===== src/rtl/spi_pkg.sv =====
// Shared SPI definitions: default word width, idle transmit word and the
// two-state transfer FSM encoding used by both the master and the responders.
package spi_pkg;

    localparam int SPI_WIDTH = 8;
    localparam logic [SPI_WIDTH-1:0] SPI_DEFAULT_TX = 8'h00;

    typedef enum logic {
        IDLE   = 1'b0,
        ACTIVE = 1'b1
    } spi_state_t;

endpackage


===== src/rtl/spi_sync_edge.sv =====
// Multi-flop synchroniser for one asynchronous pin, followed by a registered
// copy that yields single-cycle rise/fall strobes on the synchronised level.
module spi_sync_edge #(
    parameter int   STAGES     = 2,
    parameter logic IDLE_LEVEL = 1'b0
) (
    input  logic clk,
    input  logic rst,
    input  logic din,
    output logic dout,
    output logic rise,
    output logic fall
);

    logic [STAGES-1:0] chain;
    logic              prev;

    always_ff @(posedge clk) begin
        if (rst) begin
            chain <= {STAGES{IDLE_LEVEL}};
            prev  <= IDLE_LEVEL;
        end else begin
            chain <= {chain[STAGES-2:0], din};
            prev  <= chain[STAGES-1];
        end
    end

    assign dout = chain[STAGES-1];
    assign rise = dout & ~prev;
    assign fall = ~dout & prev;

endmodule


===== src/rtl/spi_slave_sync.sv =====
// Fully synchronous SPI mode-0 responder: oversamples sclk/ss/mosi on clk,
// deserialises MOSI into words and serialises a held tx word onto MISO.
module spi_slave_sync
    import spi_pkg::*;
#(
    parameter int               WIDTH       = SPI_WIDTH,
    parameter logic [WIDTH-1:0] DEFAULT_TX  = WIDTH'(SPI_DEFAULT_TX),
    parameter int               SYNC_STAGES = 2
) (
    input  logic             clk,
    input  logic             rst,
    input  logic             sclk,
    input  logic             ss,
    input  logic             mosi,
    output logic             miso,
    output logic             miso_oe,
    input  logic [WIDTH-1:0] tx_data,
    input  logic             tx_valid,
    output logic             tx_ready,
    output logic [WIDTH-1:0] rx_data,
    output logic             rx_valid,
    output logic             tx_underrun,
    output logic             busy
);

    localparam int CNT_W = $clog2(WIDTH + 1);

    logic sclk_rise, sclk_fall, ss_rise, ss_fall, mosi_s;
    logic sclk_lvl_unused, ss_lvl_unused, mosi_rise_unused, mosi_fall_unused;

    spi_sync_edge #(.STAGES(SYNC_STAGES), .IDLE_LEVEL(1'b0)) u_sync_sclk (
        .clk(clk), .rst(rst), .din(sclk),
        .dout(sclk_lvl_unused), .rise(sclk_rise), .fall(sclk_fall)
    );

    spi_sync_edge #(.STAGES(SYNC_STAGES), .IDLE_LEVEL(1'b1)) u_sync_ss (
        .clk(clk), .rst(rst), .din(ss),
        .dout(ss_lvl_unused), .rise(ss_rise), .fall(ss_fall)
    );

    spi_sync_edge #(.STAGES(SYNC_STAGES), .IDLE_LEVEL(1'b0)) u_sync_mosi (
        .clk(clk), .rst(rst), .din(mosi),
        .dout(mosi_s), .rise(mosi_rise_unused), .fall(mosi_fall_unused)
    );

    spi_state_t       state, state_d;
    logic [WIDTH-1:0] tx_shift, rx_shift, hold_data;
    logic             hold_full;
    logic [CNT_W-1:0] bit_cnt;
    logic             load_tx, shift_tx, shift_rx, clear_cnt, word_done, tx_fire;

    assign tx_ready = ~hold_full;
    assign tx_fire  = tx_valid & ~hold_full;
    assign busy     = (state == ACTIVE);
    assign miso_oe  = (state == ACTIVE);
    assign miso     = miso_oe & tx_shift[WIDTH-1];

    // Deselect outranks any sclk edge; a fall at bit_cnt 0 is a word boundary.
    always_comb begin
        state_d   = state;
        load_tx   = 1'b0;
        shift_tx  = 1'b0;
        shift_rx  = 1'b0;
        clear_cnt = 1'b0;
        word_done = (state == ACTIVE) && (bit_cnt == CNT_W'(WIDTH));
        case (state)
            IDLE: begin
                if (ss_fall) begin
                    state_d   = ACTIVE;
                    load_tx   = 1'b1;
                    clear_cnt = 1'b1;
                end
            end
            ACTIVE: begin
                if (ss_rise) begin
                    state_d   = IDLE;
                    clear_cnt = 1'b1;
                end else if (sclk_rise) begin
                    shift_rx = 1'b1;
                end else if (sclk_fall) begin
                    if (bit_cnt != '0) shift_tx = 1'b1;
                    else               load_tx  = 1'b1;
                end
            end
            default: state_d = IDLE;
        endcase
    end

    always_ff @(posedge clk) begin
        if (rst) begin
            state       <= IDLE;
            tx_shift    <= '0;
            rx_shift    <= '0;
            hold_data   <= '0;
            hold_full   <= 1'b0;
            bit_cnt     <= '0;
            rx_data     <= '0;
            rx_valid    <= 1'b0;
            tx_underrun <= 1'b0;
        end else begin
            state       <= state_d;
            rx_valid    <= 1'b0;
            tx_underrun <= 1'b0;

            // A handshake can only land while empty, so a same-cycle load sees the old content.
            if (tx_fire) begin
                hold_data <= tx_data;
                hold_full <= 1'b1;
            end else if (load_tx && hold_full) begin
                hold_full <= 1'b0;
            end

            if (load_tx) begin
                tx_shift    <= hold_full ? hold_data : DEFAULT_TX;
                tx_underrun <= ~hold_full;
            end else if (shift_tx) begin
                tx_shift <= {tx_shift[WIDTH-2:0], 1'b0};
            end

            if (shift_rx)
                rx_shift <= {rx_shift[WIDTH-2:0], mosi_s};

            if (clear_cnt || word_done)
                bit_cnt <= '0;
            else if (shift_rx)
                bit_cnt <= bit_cnt + CNT_W'(1);

            if (word_done) begin
                rx_data  <= rx_shift;
                rx_valid <= 1'b1;
            end
        end
    end

endmodule


===== config.mk =====
export PLATFORM = sky130hd
export DESIGN_NAME = spi_slave_sync
export DESIGN_NICKNAME = d
export VERILOG_FILES = /design/src/rtl/spi_pkg.sv /design/src/rtl/spi_sync_edge.sv /design/src/rtl/spi_slave_sync.sv
export SDC_FILE = /design/constraint.sdc
export NUM_CORES = 1
export LEC_CHECK = 0
export CAP_MARGIN = 10
export CORE_MARGIN = 2
export CORE_UTILIZATION = 45
export CTS_CLUSTER_SIZE = 12
export DETAILED_ROUTE_END_ITERATION = 8
export PLACE_DENSITY = 0.77
export SYNTH_ARGS = -nofsm -noshare
export SYNTH_HDL_FRONTEND = slang
export SYNTH_SLANG_ARGS = --single-unit

===== constraint.sdc =====
create_clock -name clk -period 2.6 [get_ports clk]
set_input_delay 0.52 -clock clk [delete_from_list [all_inputs] [get_ports clk]]
set_output_delay 0.52 -clock clk [all_outputs]
set_load 0.05 [all_outputs]

After elaboration in Yosys (flattened, before gate mapping)
Index checks and enable logic that the tools add are counted.
{"block": "op_classes", "addsub": 1, "multipliers": 0, "n_div": 0, "n_lt_le_gt_ge": 0, "n_eq_ne": 1, "shift": 0, "muxes": 24, "n_bitwise": 13, "reduce_logical": 8}
{"op": "$mux 8", "n": 3}
{"op": "$mux 1", "n": 18}
{"op": "$not 1->1", "n": 7}
{"op": "$and 1x1->1", "n": 6}
{"op": "$pmux 1 s2", "n": 3}
{"op": "$add 4x1->4 const B", "n": 1}
{"op": "$eq 4x4->1 const B", "n": 1}
{"op": "$reduce_bool 2->1", "n": 2}
{"op": "$reduce_bool 4->1", "n": 1}
{"op": "$reduce_or 2->1", "n": 2}
{"op": "$logic_and 1x1->1", "n": 2}
{"op": "$logic_or 1x1->1", "n": 1}
{"block": "totals", "regBits": 48, "latchBits": 0, "ramBits": 0, "mem_bits_ro": 0, "in_bits": 14, "output_inout_bits": 14, "word_cells": 61, "mem_count": 0}

Longest topological paths before layout
Gate-level depths: netlist of the first run.
{"block": "logic_depth", "word_depth": 9, "depth_mapped": 7, "mapped_depth_nobuf": 6}

Cells and area by module
Synthesis of the first run repeated with hierarchy kept, for this count alone.
{"block": "hier_totals", "hier_cells": 192, "area_unflattened_um2": 1905.6}
{"module": "spi_slave_sync", "n_inst": 1, "cells_per_inst": 168, "area_per_inst_um2": 1630.3, "seq_area_each_um2": 800.8}
{"module": "spi_sync_edge (u_sync_mosi ...)", "n_inst": 2, "cells_per_inst": 8, "area_per_inst_um2": 91.3, "seq_area_each_um2": 60.1}
{"module": "spi_sync_edge (u_sync_ss)", "n_inst": 1, "cells_per_inst": 8, "area_per_inst_um2": 92.6, "seq_area_each_um2": 60.1}

Worst setup path after synthesis of the first run
OpenSTA, ideal clock, no wires.
{"block": "synth_timing", "path_type": "register to output", "startpoint": "register state, in the netlist busy", "endpoint": "output miso", "t_arrival_ps": 1389, "required_time_ps": 2080, "slack_ps": 691, "stages_incl_launch_ff": 3, "n_path_buf": 1, "cell_sequence": "dfxtp_1 > buf_4 > and2_1"}
{"block": "synth_via", "elab_chain_len": 1}
{"element": "from (decl)", "line": "spi_slave_sync.sv:46", "source": "spi_state_t state, state_d;"}
{"element": "from (signal assigned)", "line": "spi_slave_sync.sv:101", "source": "state <= state_d;"}
{"element": "$and 1x1->1", "line": "spi_slave_sync.sv:56", "source": "assign miso = miso_oe & tx_shift[WIDTH-1];"}
{"element": "to (decl)", "line": "spi_slave_sync.sv:15", "source": "output logic miso,"}
Every way passes these cells.

Worst setup path after layout of the first run
Same ends and word-level chain as after synthesis.

==> out/qor_table.md, run 1 <==
| Item | This run | Unit |
|---|---|---|
| Mean Syn Cell Area | 10.2 | um^2 |
| CP Data Arrival Time | 1.90 | ns |
| Top flip-flop cell by instance count after synthesis | dfxtp_1 | - |
| Worst skew pair latency | 0.29 | ns |
| Resized Gates After CTS | 0 | - |
| EDFF count, synth | 0 | - |
| Combinational fraction of design power | 0.088 | - |
| Total die area | 4770 | um^2 |
| Library cells used by synthesis | 35 | - |
| Count of buffers added by post-CTS timing repair for setup | 0 | - |
| Worst-path clk slew | 0.08 | ns |
| Number of synthesized register bits | 48 | - |
| Fraction of power spent switching nets | 0.232 | - |
| Source of the worst hold timing path | u_sync_ss.chain[0] | - |
| Layout Skew | 0.00670 | ns |
| Die width | 69.1 | um |
| Setup ws final | 0.178 | ns |
| Count of antenna-violating nets left after detailed routing | 0 | - |
| Slew margin rel. | 0.553 | - |
| Number of setup violations in the final report | 0 | - |
| Number of global-route vias before repair | 1255 | - |
| Level count of the clock H-tree | 2 | - |
| Number of instances in the synthesized netlist | 187 | - |
| Count of hold-fix buffers inserted at cts | 0 | - |
| Number of nets in the synthesized netlist | 203 | - |
| DR WL/cell | 12.0 | um |
| Maximum clock frequency | 413 | MHz |
| Crit path buffers/inverters | 1 | - |
| Count of buffers from port buffering | 27 | - |
| Slowest Stage Delay on Critical Path | 0.79 | ns |
| Reg-to-Reg Start | bit_cnt[0] | - |
| TritonCTS clock tree | yes | - |
| Total net switching power | 0.300 | mW |
| Netlist area before placement | 1910 | um^2 |
| Power share of the clock group | 0.312 | - |
| CTS Root Cell | clkbuf_8 | - |
| List of cells traversed by the critical path | and2_1, clkdlybuf4s50_1 | - |
| Result of the run | complete, no violations | - |
| Routability congestion estimate from global placement | 0.707 | - |
| Pwr dens | 578 | nW/um^2 |
| Final total negative setup slack | 0 | ns |
| Number of search-and-repair iterations in the first detailed-routing pass | 4 | - |
| Proportion of power drawn by flip-flops and latches | 0.599 | - |
| Number of hold-slack violations in the final timing report | 0 | - |
| Wire length reported by the detailed router | 3120 | um |
| CTS buffer count | 5 | - |
| Portion of the clock cycle consumed by the worst path in the final layout | 0.931 | - |
| 1st-iter DRT viols | 70 | - |
| Standard-cell row count | 23 | - |
| Top delay family on crit path | buffers and inverters | - |
| Cell accounting for the most synthesized area | dfxtp_1 | - |
| Count of warnings emitted by yosys | 0 | - |
| Classification of the worst setup path | reg -> out | - |
| Number of maximum-capacitance constraint violations | 0 | - |
| Peak ir drop on the vdd network | 0.317 | mV |
| Leading cell type by number of instances after synthesis | dfxtp_1 | - |
| Top-area cell type share of the netlist area | 0.504 | - |
| Maximum number of pins on one net before global-route repair | 24 | - |
| Die Span Y | 69.1 | um |
| Drt via density | 5.07 | - |
| Via count of the routed design | 1324 | - |
| Starting utilization of the core area | 0.473 | - |
| Critical path fanouts, max | 14 | - |
| Crit path from | busy | - |
| Setup Slack @ Placement | 0.490 | ns |
| Initial antenna violation count | 0 | - |
| Internal power contribution | 0.991 | mW |
| Number of slew-limit violations in the final report | 0 | - |
| Sequential share of the synthesized area | 0.504 | - |
| Transition time at the pin with the least slew margin | 0.669 | ns |
| Most frequent cells after synthesis | dfxtp_1, nand2_1, nor2_1 | - |
| RSZ-0062 raised after global routing | false | - |
| Estimated wirelength of the detail-placed design | 2230 | um |
| IO Count | 28 | - |
| Clock period minus final worst setup slack | 2.42 | ns |
| Total core area | 4030 | um^2 |
| Ant. Diodes | 0 | - |
| Num Clock Sinks | 48 | - |
| Biggest area contributors in the synthesized netlist | dfxtp_1, nand2_1, mux2i_1 | - |
| Share of post-route cells with drive strength above 1 | 0.128 | - |
| Worst EP required | 2.08 | ns |
| Clock Path Buffers | 2 | - |
| Endpoint type of the worst setup path | output pin | - |
| Total global routing track utilization | 0.147 | - |
| Total gr overflow | 0 | - |
| Kind of launch point of the worst setup path | flop | - |
| Cell with the largest stage delay on the worst path | clkdlybuf4s50_1 | - |
| Cell leakage power | 0.860 | nW |
| Hold crit path type | reg -> reg | - |
| Fill cell total of the finished layout | 375 | - |
| Total number of nets in the final design | 227 | - |
| Number of remaining DRC errors | 0 | - |
| Post-synth ARST share | 0 | - |
| First-pass GRT wire length | 5690 | um |
| Area added between synthesis and finish | 17.2 | % |
flip-flops by register name, summed over array words and instances, names as in the netlist:
name               cells
hold_data              8
rx_data                8
rx_shift               8
tx_shift               8
bit_cnt                4
u_sync_mosi.chain      2
u_sync_sclk.chain      2
u_sync_ss.chain        2
busy                   1
hold_full              1
rx_valid               1
tx_underrun            1
u_sync_sclk.prev       1
u_sync_ss.prev         1
layer usage:
layer	vias up	share of wire	track usage
met5	-	0	0
met2	24	0.45	0.223
met1	608	0.50	0.197
met3	5	0.033	0.0263
met4	0	0.021	0.0784
li1	687	-	-
area by class of cell:
class                           instances  area (um^2)  area share
Clock buffer                            6         72.6      0.0325
Clock inverter                          1         5.00     0.00224
Inverter                                3         11.3     0.00504
Multi-Input combinational cell        124          837       0.375
Sequential cell                        48          961       0.430
Tap cell                               50         62.6      0.0280
Timing Repair Buffer                   29          285       0.128
stage by stage:
stage	total power, mW	cells	util	area [um^2]	hold WS (ns)
3_3_place_gp	0.904	254	0.535	2160	0.393
4_1_cts	1.31	261	0.555	2230	0.422
6_report	1.29	261	0.555	2230	0.420
2_1_floorplan	0.875	187	-	1910	0.389
3_5_place_dp	0.906	254	0.535	2160	0.400
5_1_grt	1.36	261	0.555	2230	0.430
cells in the final DEF (no fill, tap or decap), drive strengths merged:
master         synthesis  layout
clkinv                 0       1
a22o                   8       8
a21oi                 11      11
xnor2                  1       1
nand4                  2       2
and3                   1       1
nor3                   1       1
clkbuf                 3       6
inv                    3       3
nand2b                 1       1
nand4b                 1       1
buf                    9       2
ha                     2       2
nor2                  22      22
or2                    3       3
a311oi                 7       7
o21bai                 1       1
and2b                  2       2
a32oi                  1       1
dfxtp                 48      48
xor2                   2       2
and4bb                 1       1
and2                   1       1
mux2i                  9       9
a31o                   2       2
nor3b                  1       1
nor2b                  8       8
nand2                 26      26
a31oi                  2       2
nand3                  8       8
clkdlybuf4s50          0      27
final timing paths:
check	end	slack, ns	cells after the start
setup / recovery	miso	0.18	2
hold / removal	u_sync_ss.chain[1]	0.42	1
setup reg to reg	bit_cnt[0]	0.75	6
hold reg to reg	u_sync_ss.chain[1]	0.42	1
cell families (layout without fill, tap and decap cells):
family	after synthesis	count (layout)	share of synthesized area
AOI/OAI and AO/OA	32	32	0.159
xor gates and xnor gates	3	3	0.0138
adders and majority gates	2	2	0.0131
buffers and inverters	15	39	0.0571
DFF	48	48	0.504
muxes	9	9	0.0472
and+or+nand+nor	78	78	0.206
power groups by stage:
| stage | clock network (mW) | logic (mW) | registers, mW |
|---|---|---|---|
| floorplan | 0 | 0.0875 | 0.787 |
| global placement | 0 | 0.114 | 0.790 |
| detailed placement | 0 | 0.115 | 0.791 |
| CTS | 0.417 | 0.115 | 0.774 |
| global route | 0.453 | 0.128 | 0.778 |
| finish | 0.403 | 0.114 | 0.774 |
(Power assumes the default switching activity.)
==> inputs of run 2 (changes only) <==
CELL_PAD_IN_SITES_DETAIL_PLACEMENT = 1   (was not set)
CELL_PAD_IN_SITES_GLOBAL_PLACEMENT = 1   (was not set)
CORE_UTILIZATION = 44   (was 45)
PLACE_DENSITY = 0.91   (was 0.77)
==> out/qor_table.md, run 2 (synthesized netlist as in run 1, its figures left out) <==
| Item | This run | Unit | vs previous |
|---|---|---|---|
| IO Count | 28 | - | unchanged |
| Most common cell after layout, fill and taps aside | dfxtp_1 | - |  |
| Final total negative setup slack | 0 | ns | unchanged |
| Source of the worst hold timing path | u_sync_ss.chain[0] | - |  |
| Routability congestion estimate from global placement | 0.735 | - | +4.0% |
| Estimated wirelength of the detail-placed design | 2650 | um | +19% |
| Result of the run | complete, no violations | - |  |
| Setup ws final | 0.161 | ns | -0.0176 ns |
| Number of remaining DRC errors | 0 | - | unchanged |
| Wire length reported by the detailed router | 3780 | um | +21% |
| Slowest Stage Delay on Critical Path | 0.79 | ns | about the same |
| Peak ir drop on the vdd network | 0.356 | mV | +13% |
| Kind of launch point of the worst setup path | flop | - |  |
| Count of antenna-violating nets left after detailed routing | 0 | - | unchanged |
| List of cells traversed by the critical path | and2_1, clkdlybuf4s50_1 | - |  |
| Post-placement cell area | 2150 | um^2 | -0.35% |
| Total gr overflow | 0 | - | unchanged |
| Hold endpoint | u_sync_ss.chain[1] | - |  |
| Power share of the clock group | 0.315 | - | +0.003 |
| Internal reg-to-reg setup slack | 0.71 | ns | -0.04 ns |
| Die Span Y | 69.8 | um | +1.1% |
| Critical path fanouts, max | 14 | - | unchanged |
| Setup Slack @ Placement | 0.490 | ns | +0.000235 ns |
| Hold crit path type | reg -> reg | - |  |
| Logic depth of the worst register-to-register path | 6 | - | unchanged |
| Standard-cell row count | 23 | - | unchanged |
| First-pass GRT wire length | 6520 | um | +15% |
| Number of slew-limit violations in the final report | 0 | - | unchanged |
| Maximum clock frequency | 410 | MHz | -0.72% |
| Area added between synthesis and finish | 16.8 | % |  |
| Number of setup violations in the final report | 0 | - | unchanged |
| Maximum number of pins on one net before global-route repair | 37 | - | +54% |
| Clock Path Buffers | 2 | - | unchanged |
| Worst skew pair latency | 0.30 | ns | about the same |
| Worst-path clk slew | 0.08 | ns | about the same |
| Via count of the routed design | 1369 | - | +3.4% |
| Number of global-route vias before repair | 1414 | - | +13% |
| CTS Root Cell | clkbuf_8 | - |  |
| Transition time at the pin with the least slew margin | 0.712 | ns | +0.0429 ns |
| Total core area | 4090 | um^2 | +1.4% |
| Number of search-and-repair iterations in the first detailed-routing pass | 4 | - | unchanged |
| DR WL/cell | 14.5 | um | +22% |
| CP Data Arrival Time | 1.92 | ns | +0.02 ns |
| Slew margin rel. | 0.524 | - | -0.0287 |
| Initial antenna violation count | 0 | - | unchanged |
| Cell leakage power | 0.855 | nW | -0.56% |
| Final Total Pwr | 1.30 | mW | +0.91% |
| Starting utilization of the core area | 0.467 | - | -0.00667 |
| Share of post-route cells with drive strength above 1 | 0.124 | - | -0.00415 |
| Design area | 2230 | um^2 | -0.34% |
| TritonCTS clock tree | yes | - |  |
| Count of buffers from port buffering | 27 | - | unchanged |
| 1st-iter DRT viols | 35 | - | -50% |
| Combinational fraction of design power | 0.090 | - | +0.002 |
| Proportion of power drawn by flip-flops and latches | 0.595 | - | -0.004 |
| Total net switching power | 0.313 | mW | +4.2% |
| Depth of the worst hold-timing path | 1 | - | unchanged |
| Register area | 961 | um^2 | unchanged |
| Reg-to-Reg Start | bit_cnt[0] | - |  |
| Classification of the worst setup path | reg -> out | - |  |
| Fraction of power spent switching nets | 0.240 | - | +0.00757 |
| Ant. Diodes | 0 | - | unchanged |
| Top library cells by usage in the layout, fill and taps aside | dfxtp_1, clkdlybuf4s50_1, nand2_1 | - |  |
| Crit path buffers/inverters | 1 | - | unchanged |
| Total number of nets in the final design | 226 | - | -0.44% |
| Count of hold-fix buffers inserted at cts | 0 | - | unchanged |
| Count of buffers added by post-CTS timing repair for setup | 0 | - | unchanged |
| CTS buffer count | 5 | - | unchanged |
| Resized Gates After CTS | 0 | - | unchanged |
| End of the worst register-to-register path | bit_cnt[2] | - |  |
| Total global routing track utilization | 0.167 | - | +0.0208 |
| Drt via density | 5.27 | - | +3.8% |
| Internal power contribution | 0.991 | mW | about the same |
| Endpoint type of the worst setup path | output pin | - |  |
| Level count of the clock H-tree | 2 | - | unchanged |
| Fill cell total of the finished layout | 471 | - | +26% |
| Number of hold-slack violations in the final timing report | 0 | - | unchanged |
| Worst EP required | 2.08 | ns | about the same |
| Top delay family on crit path | buffers and inverters | - |  |
| Pwr dens | 585 | nW/um^2 | +1.3% |
| RSZ-0062 raised after global routing | false | - |  |
| Layout Skew | 0.00901 | ns | +0.00231 ns |
| Portion of the clock cycle consumed by the worst path in the final layout | 0.938 | - | +0.00676 |
| Combined area of the multi-input logic cells | 837 | um^2 | unchanged |
| Number of maximum-capacitance constraint violations | 0 | - | unchanged |
| Clock period minus final worst setup slack | 2.44 | ns | +0.0176 ns |
| Die width | 69.8 | um | +1.1% |
| Cell with the largest stage delay on the worst path | clkdlybuf4s50_1 | - |  |
| Post-Route Hold Slack | 0.417 | ns | -0.00348 ns |
| Total die area | 4880 | um^2 | +2.1% |
| Num Clock Sinks | 48 | - | unchanged |
==> run 2: worst max path at each step <==
| stage | start | to | slack (ns) | cells past startpoint |
|---|---|---|---|---|
| 2_1_floorplan | busy | miso | 0.69 | 2 |
| 3_3_place_gp | busy | miso | 0.52 | 2 |
| 3_5_place_dp | busy | miso | 0.49 | 2 |
| 4_1_cts | busy | miso | 0.16 | 2 |
| 5_1_grt | busy | miso | 0.05 | 2 |
| 6_report | busy | miso | 0.16 | 2 |
==> run 2: layer usage <==
metal / track usage / wire length, um
met2: 0.281 / 1840
met4: 0.0577 / 51
met3: 0.0436 / 113
met1: 0.207 / 1780
met5: 0 / 0
==> run 2: layout make-up <==
| type | instances | area share |
|---|---|---|
| Clock inverter | 1 | 0.00225 |
| Timing Repair Buffer | 28 | 0.125 |
| Multi-Input combinational cell | 124 | 0.376 |
| Sequential cell | 48 | 0.431 |
| Inverter | 3 | 0.00506 |
| Tap cell | 50 | 0.0281 |
| Clock buffer | 6 | 0.0326 |
==> run 2: power groups by stage <==
stage               clock [mW]  combinational (mW)  sequential (mW)
floorplan                    0              0.0875            0.787
global placement             0               0.113            0.791
detailed placement           0               0.117            0.793
CTS                      0.420               0.118            0.775
global route             0.450               0.129            0.779
finish                   0.411               0.117            0.775
==> run 2: stage by stage <==
stage | instances | utilization
after floorplan | 187 | -
after global placement | 253 | 0.526
after detailed placement | 253 | 0.526
after CTS | 260 | 0.545
after global routing | 260 | 0.545
final | 260 | 0.545
